[src/rtl/joy_pkg.sv]
// Shared types and constants for the joystick sample framer.
// cal_apply is used only when JOY_CENTER_CAL_EN is defined.
package joy_pkg;

  typedef enum logic [2:0] {
    REQ_X,
    WAIT_X,
    REQ_Y,
    WAIT_Y,
    PUBLISH
  } joy_frame_state_t;

  localparam logic [7:0] CENTER_DEF = 8'h80;
  localparam logic       SEL_X      = 1'b0;
  localparam logic       SEL_Y      = 1'b1;

  // raw - off + center, clamped to 0..255; the 10-bit sum holds -255..510
  function automatic logic [7:0] cal_apply(input logic [7:0] raw,
                                           input logic [7:0] off,
                                           input logic [7:0] center);
    logic signed [9:0] w_sum;
    w_sum = $signed({2'b00, raw}) - $signed({2'b00, off}) + $signed({2'b00, center});
    if (w_sum < 10'sd0) return 8'h00;
    if (w_sum > 10'sd255) return 8'hFF;
    return w_sum[7:0];
  endfunction

endpackage

[src/rtl/joy_sample_framer_sync_edge_det.sv]
// Two-flop synchronizer followed by a registered rising-edge pulse.
// The pulse is high for one cycle, three clocks after the input rises.
module sync_edge_det (
  input  logic i_clk,
  input  logic i_rst_n,
  input  logic i_async,
  output logic o_pulse
);

  logic [1:0] r_sync;
  logic       r_prev;
  logic       r_pulse;

  always_ff @(posedge i_clk or negedge i_rst_n) begin
    if (!i_rst_n) begin
      r_sync  <= 2'b00;
      r_prev  <= 1'b0;
      r_pulse <= 1'b0;
    end else begin
      r_sync  <= {r_sync[0], i_async};
      r_prev  <= r_sync[1];
      r_pulse <= r_sync[1] & ~r_prev;
    end
  end

  assign o_pulse = r_pulse;

endmodule

[src/rtl/joy_sample_framer.sv]
// Sequences X/Y byte requests from the joystick MCU and publishes atomic pairs.
// Optional JOY_CENTER_CAL_EN: first pair after reset becomes the centre offset.
module joy_sample_framer
  import joy_pkg::*;
#(
  parameter int         TIMEOUT_CYC = 2_000_000,
  parameter int         SETTLE_CYC  = 16,
  parameter logic [7:0] CENTER      = CENTER_DEF
) (
  input  logic       clk_i,
  input  logic       rst_i,
  input  logic [7:0] byte_i,
  input  logic       ready_i,
  output logic       sel_o,
  output logic [7:0] vx_o,
  output logic [7:0] vy_o,
  output logic       valid_o,
  output logic       timeout_o,
  output logic [7:0] err_cnt_o
);

  localparam int            TW       = $clog2(TIMEOUT_CYC + 1);
  localparam int            SW       = $clog2(SETTLE_CYC + 1);
  localparam logic [TW-1:0] TMO_LAST = TW'(TIMEOUT_CYC - 1);
  localparam logic [SW-1:0] SET_LAST = SW'(SETTLE_CYC - 1);

  logic             w_byte_strb;
  joy_frame_state_t r_state;
  logic [TW-1:0]    r_tmo_cnt;
  logic [SW-1:0]    r_settle_cnt;
  logic [7:0]       r_x_hold;
  logic [7:0]       r_y_hold;
  logic             r_sel;
  logic             r_valid;
  logic             r_timeout;
  logic [7:0]       r_vx;
  logic [7:0]       r_vy;
  logic [7:0]       r_err_cnt;
`ifdef JOY_CENTER_CAL_EN
  logic             r_cal_done;
  logic [7:0]       r_off_x;
  logic [7:0]       r_off_y;
`endif

  sync_edge_det u_ready_sync (
    .i_clk   (clk_i),
    .i_rst_n (rst_i),
    .i_async (ready_i),
    .o_pulse (w_byte_strb)
  );

  // Strobes arriving during a REQ settle window are dropped so a late X byte
  // can never be captured as Y.
  always_ff @(posedge clk_i or negedge rst_i) begin
    if (!rst_i) begin
      r_state      <= REQ_X;
      r_tmo_cnt    <= '0;
      r_settle_cnt <= '0;
      r_x_hold     <= CENTER;
      r_y_hold     <= CENTER;
      r_sel        <= SEL_X;
      r_valid      <= 1'b0;
      r_timeout    <= 1'b0;
      r_vx         <= CENTER;
      r_vy         <= CENTER;
      r_err_cnt    <= 8'h00;
`ifdef JOY_CENTER_CAL_EN
      r_cal_done   <= 1'b0;
      r_off_x      <= 8'h00;
      r_off_y      <= 8'h00;
`endif
    end else begin
      r_valid   <= 1'b0;
      r_timeout <= 1'b0;
      case (r_state)
        REQ_X, REQ_Y: begin
          if (r_settle_cnt == SET_LAST) begin
            r_state   <= (r_state == REQ_X) ? WAIT_X : WAIT_Y;
            r_tmo_cnt <= '0;
          end else begin
            r_settle_cnt <= r_settle_cnt + 1'b1;
          end
        end
        WAIT_X, WAIT_Y: begin
          if (w_byte_strb) begin
            r_settle_cnt <= '0;
            if (r_state == WAIT_X) begin
              r_x_hold <= byte_i;
              r_sel    <= SEL_Y;
              r_state  <= REQ_Y;
            end else begin
              r_y_hold <= byte_i;
              r_state  <= PUBLISH;
            end
          end else if (r_tmo_cnt == TMO_LAST) begin
            r_state      <= REQ_X;
            r_sel        <= SEL_X;
            r_settle_cnt <= '0;
            r_timeout    <= 1'b1;
            if (r_err_cnt != 8'hFF) r_err_cnt <= r_err_cnt + 8'd1;
          end else begin
            r_tmo_cnt <= r_tmo_cnt + 1'b1;
          end
        end
        PUBLISH: begin
`ifdef JOY_CENTER_CAL_EN
          if (r_cal_done) begin
            r_vx    <= cal_apply(r_x_hold, r_off_x, CENTER);
            r_vy    <= cal_apply(r_y_hold, r_off_y, CENTER);
            r_valid <= 1'b1;
          end else begin
            r_off_x    <= r_x_hold;
            r_off_y    <= r_y_hold;
            r_cal_done <= 1'b1;
          end
`else
          r_vx    <= r_x_hold;
          r_vy    <= r_y_hold;
          r_valid <= 1'b1;
`endif
          r_state      <= REQ_X;
          r_sel        <= SEL_X;
          r_settle_cnt <= '0;
        end
        default: begin
          r_state      <= REQ_X;
          r_sel        <= SEL_X;
          r_settle_cnt <= '0;
        end
      endcase
    end
  end

  assign sel_o     = r_sel;
  assign vx_o      = r_vx;
  assign vy_o      = r_vy;
  assign valid_o   = r_valid;
  assign timeout_o = r_timeout;
  assign err_cnt_o = r_err_cnt;

endmodule

[config.mk]
export PLATFORM = sky130hd
export DESIGN_NAME = joy_sample_framer
export DESIGN_NICKNAME = d
export VERILOG_FILES = /design/src/rtl/joy_pkg.sv /design/src/rtl/joy_sample_framer_sync_edge_det.sv /design/src/rtl/joy_sample_framer.sv
export SDC_FILE = /design/constraint.sdc
export NUM_CORES = 1
export LEC_CHECK = 0
export ABC_AREA = 0
export CAP_MARGIN = 10
export CORE_ASPECT_RATIO = 1.5
export CORE_MARGIN = 5
export CORE_UTILIZATION = 25
export DETAILED_ROUTE_END_ITERATION = 16
export PLACE_DENSITY = 0.44
export SLEW_MARGIN = 10
export SYNTH_ARGS = -nofsm -noshare
export SYNTH_HDL_FRONTEND = slang
export SYNTH_SLANG_ARGS = --single-unit
[constraint.sdc]
create_clock -name clk_i -period 2.4 [get_ports clk_i]
set_input_delay 0.48 -clock clk_i [delete_from_list [all_inputs] [get_ports clk_i]]
set_output_delay 0.48 -clock clk_i [all_outputs]
set_load 0.02 [all_outputs]
* Word-level counts from Yosys, hierarchy flattened
Index checks and enable logic that the tools add are counted.
** Operators by class
- Add/subtract/negate cells :: 3
- Muxes and demuxes :: 22
- Reduce and logical (&&, ||, !) cells :: 11
- Eq/ne operators :: 13
- Bitwise gates (word level) :: 5
** Operators with widths (number)
- two-way mux 21 bit :: 3
- one-hot mux 21 bit (2 select lines) :: 1
- adder 21 x 1 -> 21 bit, second input constant :: 1
- == test 21 bit, second input constant :: 1
- two-way mux 5 bit :: 3
- two-way mux 3 bit :: 4
- one-hot mux 5 bit (2 select lines) :: 1
- AND reduction 3 bit :: 3
- adder 8 x 1 -> 8 bit, second input constant :: 1
- inequality test 2 bit, second input constant :: 4
- inequality test 8 bit, second input constant :: 1
- AND reduction 4 bit :: 2
- two-way mux 1 bit :: 7
- == test 3 x 2 -> 1 bit, second input constant :: 2
- one-hot mux 3 bit (2 select lines) :: 1
- adder 5 x 1 -> 5 bit, second input constant :: 1
- == test 5 x 4 -> 1 bit, second input constant :: 1
- NOT 1 bit :: 4
- AND reduction 2 bit :: 2
- OR reduction 2 bit :: 2
- == test 3 x 1 -> 1 bit, second input constant :: 1
- == test 3 bit, second input constant :: 1
- zero test 3 bit :: 1
- inequality test 3 x 2 -> 1 bit, second input constant :: 1
- 5 further kinds :: 5
** Storage, ports and cells
- Output and inout bits :: 27
- Register bits after elaboration :: 76
- Input port bits :: 11

* Logic depth before layout (Yosys ltp)
Gate-level depths: netlist (run 1).
- Word-level depth :: 4
- Gate-level depth with buffers :: 8
- Depth with buffers taken out :: 7

* Modules after synthesis
A second synthesis (run 1) with hierarchy kept.
** Second synthesis, totals
- Cells, all modules :: 312
- Area total of the unflattened synthesis :: 3483.3 um^2
** By module, submodules not included
- joy_sample_framer :: cells an instance 307, sequential area each 1806.7 um^2, times used 1, area each 3369.5 um^2
- sync_edge_det :: cells an instance 5, sequential area each 100.1 um^2, times used 1, area each 113.9 um^2

* Worst setup path after synthesis (run 1)
Ideal clock, no wire load.
- Path type :: register to register
- Start :: register r_tmo_cnt[16]
- End :: register r_err_cnt[1], in the netlist err_cnt_o[1]
- Stages on the path, launching flop included :: 5
- Path buffers :: 0
- Path slack :: 446 ps
- Data arrival time :: 1830 ps
- Setup time :: 125 ps
- Path through :: dfrtp_1 > nor4_1 > nand4_1 > nor4_4 > mux2_2
** On the way
- Word-level cells in the longest chain between the ends :: 2
** RTL lines
- start: declaration :: RTL line joy_sample_framer.sv:29 : logic [TW-1:0] r_tmo_cnt;
- start signal: assignment :: RTL line joy_sample_framer.sv:102 : r_tmo_cnt <= r_tmo_cnt + 1'b1;
- == test 21 bit :: RTL line joy_sample_framer.sv:95 : end else if (r_tmo_cnt == TMO_LAST) begin
- AND reduction 4 bit (no line)
- end signal: assignment :: RTL line joy_sample_framer.sv:100 : if (r_err_cnt != 8'hFF) r_err_cnt <= r_err_cnt + 8'd1;
- end: declaration :: RTL line joy_sample_framer.sv:38 : logic [7:0] r_err_cnt;
No other way between the ends.
A chain may end at the register's enable or synchronous reset.

* Worst setup path in the final report (run 1)
- Start :: register r_tmo_cnt[7]
- End :: register r_tmo_cnt[19]
** On the way
- Word-level cells in the longest chain between the ends :: 4
- Elaborated cells on any way between the ends :: 7
- Those cells by class :: add/sub (1); eq/ne (2); mux (3); reduce/logical (1)
** RTL lines
- adder 21 x 1 -> 21 bit :: RTL line joy_sample_framer.sv:102
- two-way mux 21 bit :: RTL line joy_sample_framer.sv:95
- two-way mux 21 bit :: RTL line joy_sample_framer.sv:85 : if (w_byte_strb) begin
- one-hot mux 21 bit (2 select lines) :: RTL line joy_sample_framer.sv:75 : case (r_state)
Several ways; a longest one is shown, not always the timed one. The select of a mux whose other input is x is not followed.

==> flow_summary.ini, run 1 <==
[grt]
grt_pass1_vias = 2675
grt_remaining_overflow = 0
grt_pass1_wl_microns = 13800
grt_start_max_net_pins = 42
antenna_found_initial = 0
grt_usage_pct = 10.6

[layout]
antennaDiodeCount = 0
instances_no_fill = 521
area_growth_pct = 29.1
final_common_cell = dfrtp_1
layout.nets = 369
final_cell_mix = dfrtp_1, clkdlybuf4s50_1, o21ai_0, mux2_2, nand2_1
final_area_sq_um = 4430
drive_gt1_share_pct = 23.1

[yosys]
synth_area_sq_um = 3440
yosys.area.top_type = dfrtp_1
synth_top_cell_area_share_pct = 52.4
muxShareOfSynthArea_pct = 11.1
yosysSeqAreaShare_pct = 55.5
synth_simple_gate_area_share_pct = 15.8
synthAdderAreaFrac_pct = 1.46
async_reset_ff_share_pct = 100
syn_avg_cell_area_sq_um = 11.5
ys_ff_latch = 76
postSynthCellCount = 298
synth_edf_count = 0
synth_warnings = 0
syn-num-nets = 313
synthFlopType = dfrtp_1
synth_cell_types = 45
synth_xor_xnor_area_share_pct = 1.53
synth_top_family_by_area = simple AND/OR/NAND/NOR gates
synthTopCellsByArea = dfrtp_1, mux2_2, o21ai_0
synth-compound-area-share_pct = 12.5

[clock_tree]
cts_buffers = 9
post-cts-setup-buffers = 0
htreeDepth = 3
cts_root_buf = clkbuf_16
clock_latency_ps = 330
post_cts_resized = 0
clkTransAtPathRegs_ps = 60
cts_hold_buffers = 0
cts_tree = done
clock_tree.buffer_depth = 2
cts_num_sinks = 76

[place]
place_area_sq_um = 4110
gp_congestion = 0.777
place_ws_ps = 319
dpl.hpwl_microns = 5850
dp_cells = 505
port_buffers = 37

[setup_path]
endpoint = r_tmo_cnt[19]$_DFFE_PN0P_
worstSetupPathType = flop to flop
setup.worst_path.start_class = flop
r2r_slack_ps = 320
end_kind = flop
worstRegToRegCells = 5
critPathRequiredTime_ps = 2650
path_max_fanout = 10
r2r-start = r_tmo_cnt[7]$_DFFE_PN0P_
critPathLaunch = r_tmo_cnt[7]$_DFFE_PN0P_
critPathArrivalTime_ps = 2330
r2r-end = r_tmo_cnt[19]$_DFFE_PN0P_

[timing]
setup_violations = 0
fin_ws_ps = 318
finalSetupTns_ps = 0
rsz0062_at_grt = false
layout_min_cycle_time_ps = 2080
period_share_pct = 86.7
relSlewSlack_pct = 61.7
fin_skew_ps = 7.56
worstMarginPinSlew_ps = 573
report.final.slew_viol_count = 0
max_freq_ghz = 0.480
hold_viol_final = 0

[hold_path]
min_path_type = input port to asynchronous set/reset pin

[drt]
ant_nets = 0
wl_microns = 8110
wire_per_inst_microns = 15.6
viasPerCell = 4.83
drc_errors = 0
dr.pass1.iters = 6
drtIter0Drc = 75
vias = 2518

[floorplanning]
die_width_microns = 106
pin_count = 38
die-area_sq_um = 16200
fp.dieH_microns = 154
rows = 52
core_area_sq_um = 13500
start_util_pct = 25.5

[power_and_ir_drop]
vdd_drop_max_mv = 0.693
p_per_area_nw_per_um2 = 1030
power_leakage_nw = 1.86

[status]
run_status = finished, final reports clean

[job]
maxCapViolations = 0
## final cells by class
cell class,count,area [sq um]
multi-input cells,205,1460
repair buffers,55,515
inverters,7,26.3
flip-flops and latches,76,1910
well taps,162,203
clock buffers,10,229
clock inverters,6,93.8
fillers,1329,9030
## flip-flops by register name (all words and copies together) (netlist names)
name	count
r_y_hold	8
timeout_o	1
u_ready_sync.r_prev	1
u_ready_sync.o_pulse	1
vy_o	8
vx_o	8
valid_o	1
r_settle_cnt	5
r_x_hold	8
u_ready_sync.r_sync	2
r_tmo_cnt	21
sel_o	1
err_cnt_o	8
r_state	3
## worst max-delay path: stages (launching register included)
cell and delay, ps:
dfrtp_1 520, nand4_2 180, or3_4 420, or4_4 490
or3_1 310, o21ai_1 90
## cells by family after synthesis
family | Yosys count
multiplexers | 34
buffers and inverters | 17
AO/OA/AOI/OAI | 68
XOR/XNOR | 6
flip-flops | 76
AND/OR/NAND/NOR | 93
adder cells (fa/ha/maj) | 4
## power breakdown
part	switching (mW)	leakage [nW]	internal, mW
logic	0.623	0.713	0.635
clock network	0.557	0.154	0.922
registers	0.203	0.989	1.63
## synth_stat cells, types with 5 or more instances
| cell | count |
|---|---|
| nand3_1 | 12 |
| dfrtp_1 | 72 |
| mux2_2 | 34 |
| o31ai_1 | 8 |
| nand4_1 | 8 |
| nor2_1 | 14 |
| xnor2_1 | 5 |
| nand2b_1 | 5 |
| nand2_1 | 19 |
| o21ai_0 | 34 |
| clkbuf_1 | 6 |
| and3_1 | 10 |
| a21oi_1 | 8 |
| a31oi_1 | 6 |
| inv_1 | 6 |
## worst min-delay path by stage
stage	startpoint	endpoint	slack [ps]	cells past startpoint
after floorplan	rst_i	err_cnt_o[0]$_DFFE_PN0P_	180	0
after global placement	u_ready_sync.r_sync[0]$_DFF_PN0_	u_ready_sync.r_sync[1]$_DFF_PN0_	330	0
after detailed placement	u_ready_sync.r_sync[0]$_DFF_PN0_	u_ready_sync.r_sync[1]$_DFF_PN0_	340	0
after CTS	rst_i	err_cnt_o[5]$_DFFE_PN0P_	160	1
after global routing	rst_i	r_tmo_cnt[5]$_DFFE_PN0P_	190	1
final	rst_i	r_tmo_cnt[5]$_DFFE_PN0P_	140	1
## through the flow
step,util [%],power (mW),hold WS (ps)
floorplan,-,2.57,184
global placement,30.5,3.11,333
detailed placement,30.5,3.14,338
CTS,32.9,4.65,163
global route,32.9,4.86,194
finish,32.9,4.57,145
## layer usage
| metal | track usage (%) | up-vias | share of wire (%) | wire [microns] |
|---|---|---|---|---|
| met3 | 3.15 | 9 | 5.4 | 434 |
| met4 | 4.01 | 0 | 1.8 | 147 |
| met1 | 12.2 | 1241 | 43 | 3450 |
| li1 | - | 1216 | - | - |
| met2 | 18.4 | 52 | 50 | 4080 |
| met5 | 0 | - | 0 | 0 |
(Power assumes the default switching activity.)
==> run 2: changes to the inputs <==
CORE_UTILIZATION = 55   (was 25)
PLACE_DENSITY = 0.8   (was 0.44)
==> run 2 against run 1 <==
Compared with the run above: sequential share of layout area is 2.7 points higher; critical path depth up 1; clock skew increased by 3.4 ps.
==> flow_summary.ini, run 2 (synthesis results as in run 1) <==
[clock_tree]
clock_latency_ps = 340
post_cts_resized = 0
cts_tree = done
clkTransAtPathRegs_ps = 90
post-cts-setup-buffers = 0
cts_hold_buffers = 0
htreeDepth = 3
cts_buffers = 9
clock_tree.buffer_depth = 2
cts_root_buf = clkbuf_8
cts_num_sinks = 76

[layout]
antennaDiodeCount = 0
area_growth_pct = 21.4
final_cell_mix = dfrtp_1, clkdlybuf4s50_1, o21ai_0, mux2_2, nand2_1
drive_gt1_share_pct = 21.7
largest_reg_flops = 21
final_area_sq_um = 4170
layout.nets = 361
fillers = 446
regMostFlops = r_tmo_cnt
final_common_cell = dfrtp_1
utilization_pct = 68.1
seq_area_sq_um = 1910
multi_input_area_sq_um = 1460

[drt]
drtIter0Drc = 252
vias = 2558
wl_microns = 7380
dr.pass1.iters = 4
drc_errors = 0
wire_per_inst_microns = 17.4
ant_nets = 0
viasPerCell = 6.02

[setup_path]
crit_buf_inv = 1
r2r_slack_ps = 180
critPathRequiredTime_ps = 2650
r2r-start = r_tmo_cnt[16]$_DFFE_PN0P_
r2r-end = r_tmo_cnt[13]$_DFFE_PN0P_
end_kind = flop
worstRegToRegCells = 6
slowest_delay_ps = 500
worstSetupPathType = flop to flop
critPathArrivalTime_ps = 2470
worstPathCellList = nor4_1 > a41oi_2 > a221oi_4 > buf_4 > o21ai_0 > o31ai_1
crit_family = compound AO/OA/AOI/OAI gates
setup.worst_path.start_class = flop
cpMaxStageDelayCell = nor4_1
path_max_fanout = 15

[hold_path]
min_path_type = input port to asynchronous set/reset pin

[timing]
finalSetupTns_ps = 0
layout_min_cycle_time_ps = 2220
period_share_pct = 92.5
setup_violations = 0
report.final.slew_viol_count = 0
hold_viol_final = 0
worstMarginPinSlew_ps = 583
holdWs_ps = 91.5
relSlewSlack_pct = 61.2
max_freq_ghz = 0.451
fin_skew_ps = 11.0
rsz0062_at_grt = false

[grt]
antenna_found_initial = 0
grt_usage_pct = 20.7
grt_remaining_overflow = 0
grt_pass1_wl_microns = 12800
grt_pass1_vias = 2658
grt_start_max_net_pins = 40

[floorplanning]
core_area_sq_um = 6130
die_width_microns = 74.5
rows = 35
die-area_sq_um = 7960
fp.dieH_microns = 107
start_util_pct = 56.0
pin_count = 38

[place]
gp_congestion = 0.922
port_buffers = 37
dpl.hpwl_microns = 5100
place_area_sq_um = 3940

[power_and_ir_drop]
vdd_drop_max_mv = 0.716
p_per_area_nw_per_um2 = 1000
power_leakage_nw = 1.78
finalPower_mw = 4.19

[job]
maxCapViolations = 0

[status]
run_status = finished, final reports clean
[run 2: cell types whose count changed in the layout (fill, tap and decap cells not counted), sizes merged]
| cell | change |
|---|---|
| buf | -8 |
[run 2: metal layers]
metal / global-route usage [%] / part of all wire [%] / up-vias
li1: - / - / 1193
met5: 0 / 0 / -
met2: 34.5 / 53 / 78
met4: 11.1 / 2.7 / 0
met3: 4.88 / 4.9 / 20
met1: 24.1 / 40 / 1267
[run 2: how the worst max path moves through the flow]
stage                     cells past startpoint  slack, ps                      start                   endpoint
after floorplan                               4        450  r_tmo_cnt[16]$_DFFE_PN0P_   err_cnt_o[1]$_DFFE_PN0P_
after global placement                        5        270     r_state[2]$_DFFE_PN0P_          sel_o$_DFFE_PN0P_
after detailed placement                      6        220  r_tmo_cnt[16]$_DFFE_PN0P_  r_tmo_cnt[16]$_DFFE_PN0P_
after CTS                                     5        210     r_state[2]$_DFFE_PN0P_          sel_o$_DFFE_PN0P_
after global routing                          6         10  r_tmo_cnt[16]$_DFFE_PN0P_  r_tmo_cnt[13]$_DFFE_PN0P_
final                                         6        180  r_tmo_cnt[16]$_DFFE_PN0P_  r_tmo_cnt[13]$_DFFE_PN0P_
[run 2: metrics by stage]
step / std cells / setup WS [ps]
floorplan: 298 / 446
finish: 425 / 180
global placement: 409 / 272
CTS: 425 / 210
global route: 425 / 14.8
detailed placement: 409 / 217
[run 2: worst register-to-register path, delay by kind of cell (launching register included)]
| kind | cells | cell delay, ps |
|---|---|---|
| flip-flops | 1 | 450 |
| AO/OA/AOI/OAI | 4 | 920 |
| buffers and inverters | 1 | 260 |
| AND/OR/NAND/NOR | 1 | 500 |
[run 2: power by group]
| part | switching, mW | internal [mW] |
|---|---|---|
| registers | 0.220 | 1.63 |
| clock network | 0.497 | 0.625 |
| logic | 0.618 | 0.602 |
[run 2: cell type report]
cell class	instances	area share [%]
Inverter	7	0.630
Timing Repair Buffer	47	10.9
Clock inverter	6	2.25
Clock buffer	10	3.30
Sequential cell	76	45.7
Tap cell	74	2.22
Multi-Input combinational cell	205	35.0
==> run 3: changes to the inputs <==
PLACE_DENSITY = 0.83   (was 0.8)
==> run 3 against run 2 <==
Compared with the run above: total power is 3.3% lower; first-iteration DRC count shrank 30%; critical path depth decreased by 2; clock skew decreased by 0.84 ps; non-clock buffer count is the same; combinational power about the same; largest power group unchanged.
==> flow_summary.ini, run 3 (synthesis results as in run 1) <==
[layout]
largest_reg_flops = 21
drive_gt1_share_pct = 21.7
antennaDiodeCount = 0
utilization_pct = 67.7
final_cell_mix = dfrtp_1, clkdlybuf4s50_1, o21ai_0, mux2_2, nand2_1
area_growth_pct = 20.8
final_common_cell = dfrtp_1
regMostFlops = r_tmo_cnt
layout.nets = 361

[clock_tree]
cts_root_buf = clkbuf_8
clock_latency_ps = 350
clock_tree.buffer_depth = 2
cts_hold_buffers = 0
htreeDepth = 3
post_cts_resized = 0
post-cts-setup-buffers = 0
cts_tree = done
cts_num_sinks = 76
clkTransAtPathRegs_ps = 80
cts_buffers = 9

[setup_path]
critPathRequiredTime_ps = 2640
worstSetupPathType = flop to flop
r2r-start = r_tmo_cnt[16]$_DFFE_PN0P_
path_max_fanout = 7
critPathLaunch = r_tmo_cnt[16]$_DFFE_PN0P_
setup.worst_path.start_class = flop
end_kind = flop
cpMaxStageDelayCell = nor4_1
slowest_delay_ps = 510
worstPathCellList = nor4_1 > nand4_1 > nor4_4 > mux2_2
critPathArrivalTime_ps = 2450

[floorplanning]
start_util_pct = 56.0
pin_count = 38
rows = 35
die-area_sq_um = 7960
die_width_microns = 74.5
core_area_sq_um = 6130
fp.dieH_microns = 107

[timing]
period_share_pct = 92.0
setup_violations = 0
report.final.slew_viol_count = 0
worstMarginPinSlew_ps = 596
layout_min_cycle_time_ps = 2210
relSlewSlack_pct = 60.2
finalSetupTns_ps = 0
hold_viol_final = 0
rsz0062_at_grt = false
fin_skew_ps = 10.2
max_freq_ghz = 0.453

[grt]
grt_pass1_wl_microns = 12600
antenna_found_initial = 0
grt_start_max_net_pins = 47
grt_usage_pct = 20.8
grt_remaining_overflow = 0
grt_pass1_vias = 2579

[place]
dpl.hpwl_microns = 5150
port_buffers = 37
gp_congestion = 0.945

[drt]
wl_microns = 7140
dr.pass1.iters = 4
drtIter0Drc = 177
viasPerCell = 5.99
wire_per_inst_microns = 16.8
ant_nets = 0
drc_errors = 0
vias = 2545

[status]
run_status = finished, final reports clean

[power_and_ir_drop]
p_per_area_nw_per_um2 = 977
power_leakage_nw = 1.76
vdd_drop_max_mv = 0.791

[job]
maxCapViolations = 0

[hold_path]
min_path_type = input port to asynchronous set/reset pin
run 3: cell count changes in the layout (fill, tap and decap cells not counted), sizes merged:
cell,previous run,this run
clkinvlp,1,3
bufinv,2,1
inv,10,9
run 3: worst paths after layout:
kind / endpoint / slack [ps] / depth (start not counted)
worst max-delay path: err_cnt_o[1]$_DFFE_PN0P_ / 190 / 4
worst min-delay path: timeout_o$_DFF_PN0_ / 130 / 1
worst max register to register: err_cnt_o[1]$_DFFE_PN0P_ / 190 / 4
worst min register to register: u_ready_sync.r_sync[1]$_DFF_PN0_ / 360 / 0
max in group asynchronous: vx_o[7]$_DFFE_PN1P_ / 1620 / 2
min in group clk_i: u_ready_sync.r_sync[1]$_DFF_PN0_ / 360 / 0
run 3: area by class of cell:
| type | count | area, sq um |
|---|---|---|
| clock buffers | 10 | 138 |
| clock inverters | 6 | 70.1 |
| fillers | 452 | 1980 |
| inverters | 7 | 26.3 |
| multi-input cells | 205 | 1460 |
| flip-flops and latches | 76 | 1910 |
| well taps | 74 | 92.6 |
| repair buffers | 47 | 455 |
run 3: metrics by stage:
stage,instance area [sq um],setup WS [ps],cells,hold slack (ps),total power [mW]
after floorplan,3440,446,298,184,2.57
after global placement,3940,256,409,336,3.02
after global routing,4150,18.7,425,178,4.30
after detailed placement,3940,231,409,336,3.07
final,4150,191,425,131,4.05
after CTS,4150,206,425,148,4.08
run 3: where the power goes:
| part | internal, mW | switching [mW] |
|---|---|---|
| registers | 1.63 | 0.214 |
| logic | 0.601 | 0.606 |
| clock network | 0.515 | 0.488 |
run 3: worst max-delay path, delay by kind of cell, from the launching register on:
family	cells	cell delay (ps)
AND/OR/NAND/NOR	3	1280
multiplexers	1	390
flip-flops	1	440
run 3: routing by layer:
| layer | vias up | global-route usage [%] | routed length [microns] |
|---|---|---|---|
| li1 | 1194 | - | - |
| met1 | 1253 | 24.3 | 2790 |
| met2 | 72 | 33.8 | 3740 |
| met3 | 26 | 4.88 | 322 |
| met4 | 0 | 12.7 | 283 |
| met5 | - | 0 | 0 |
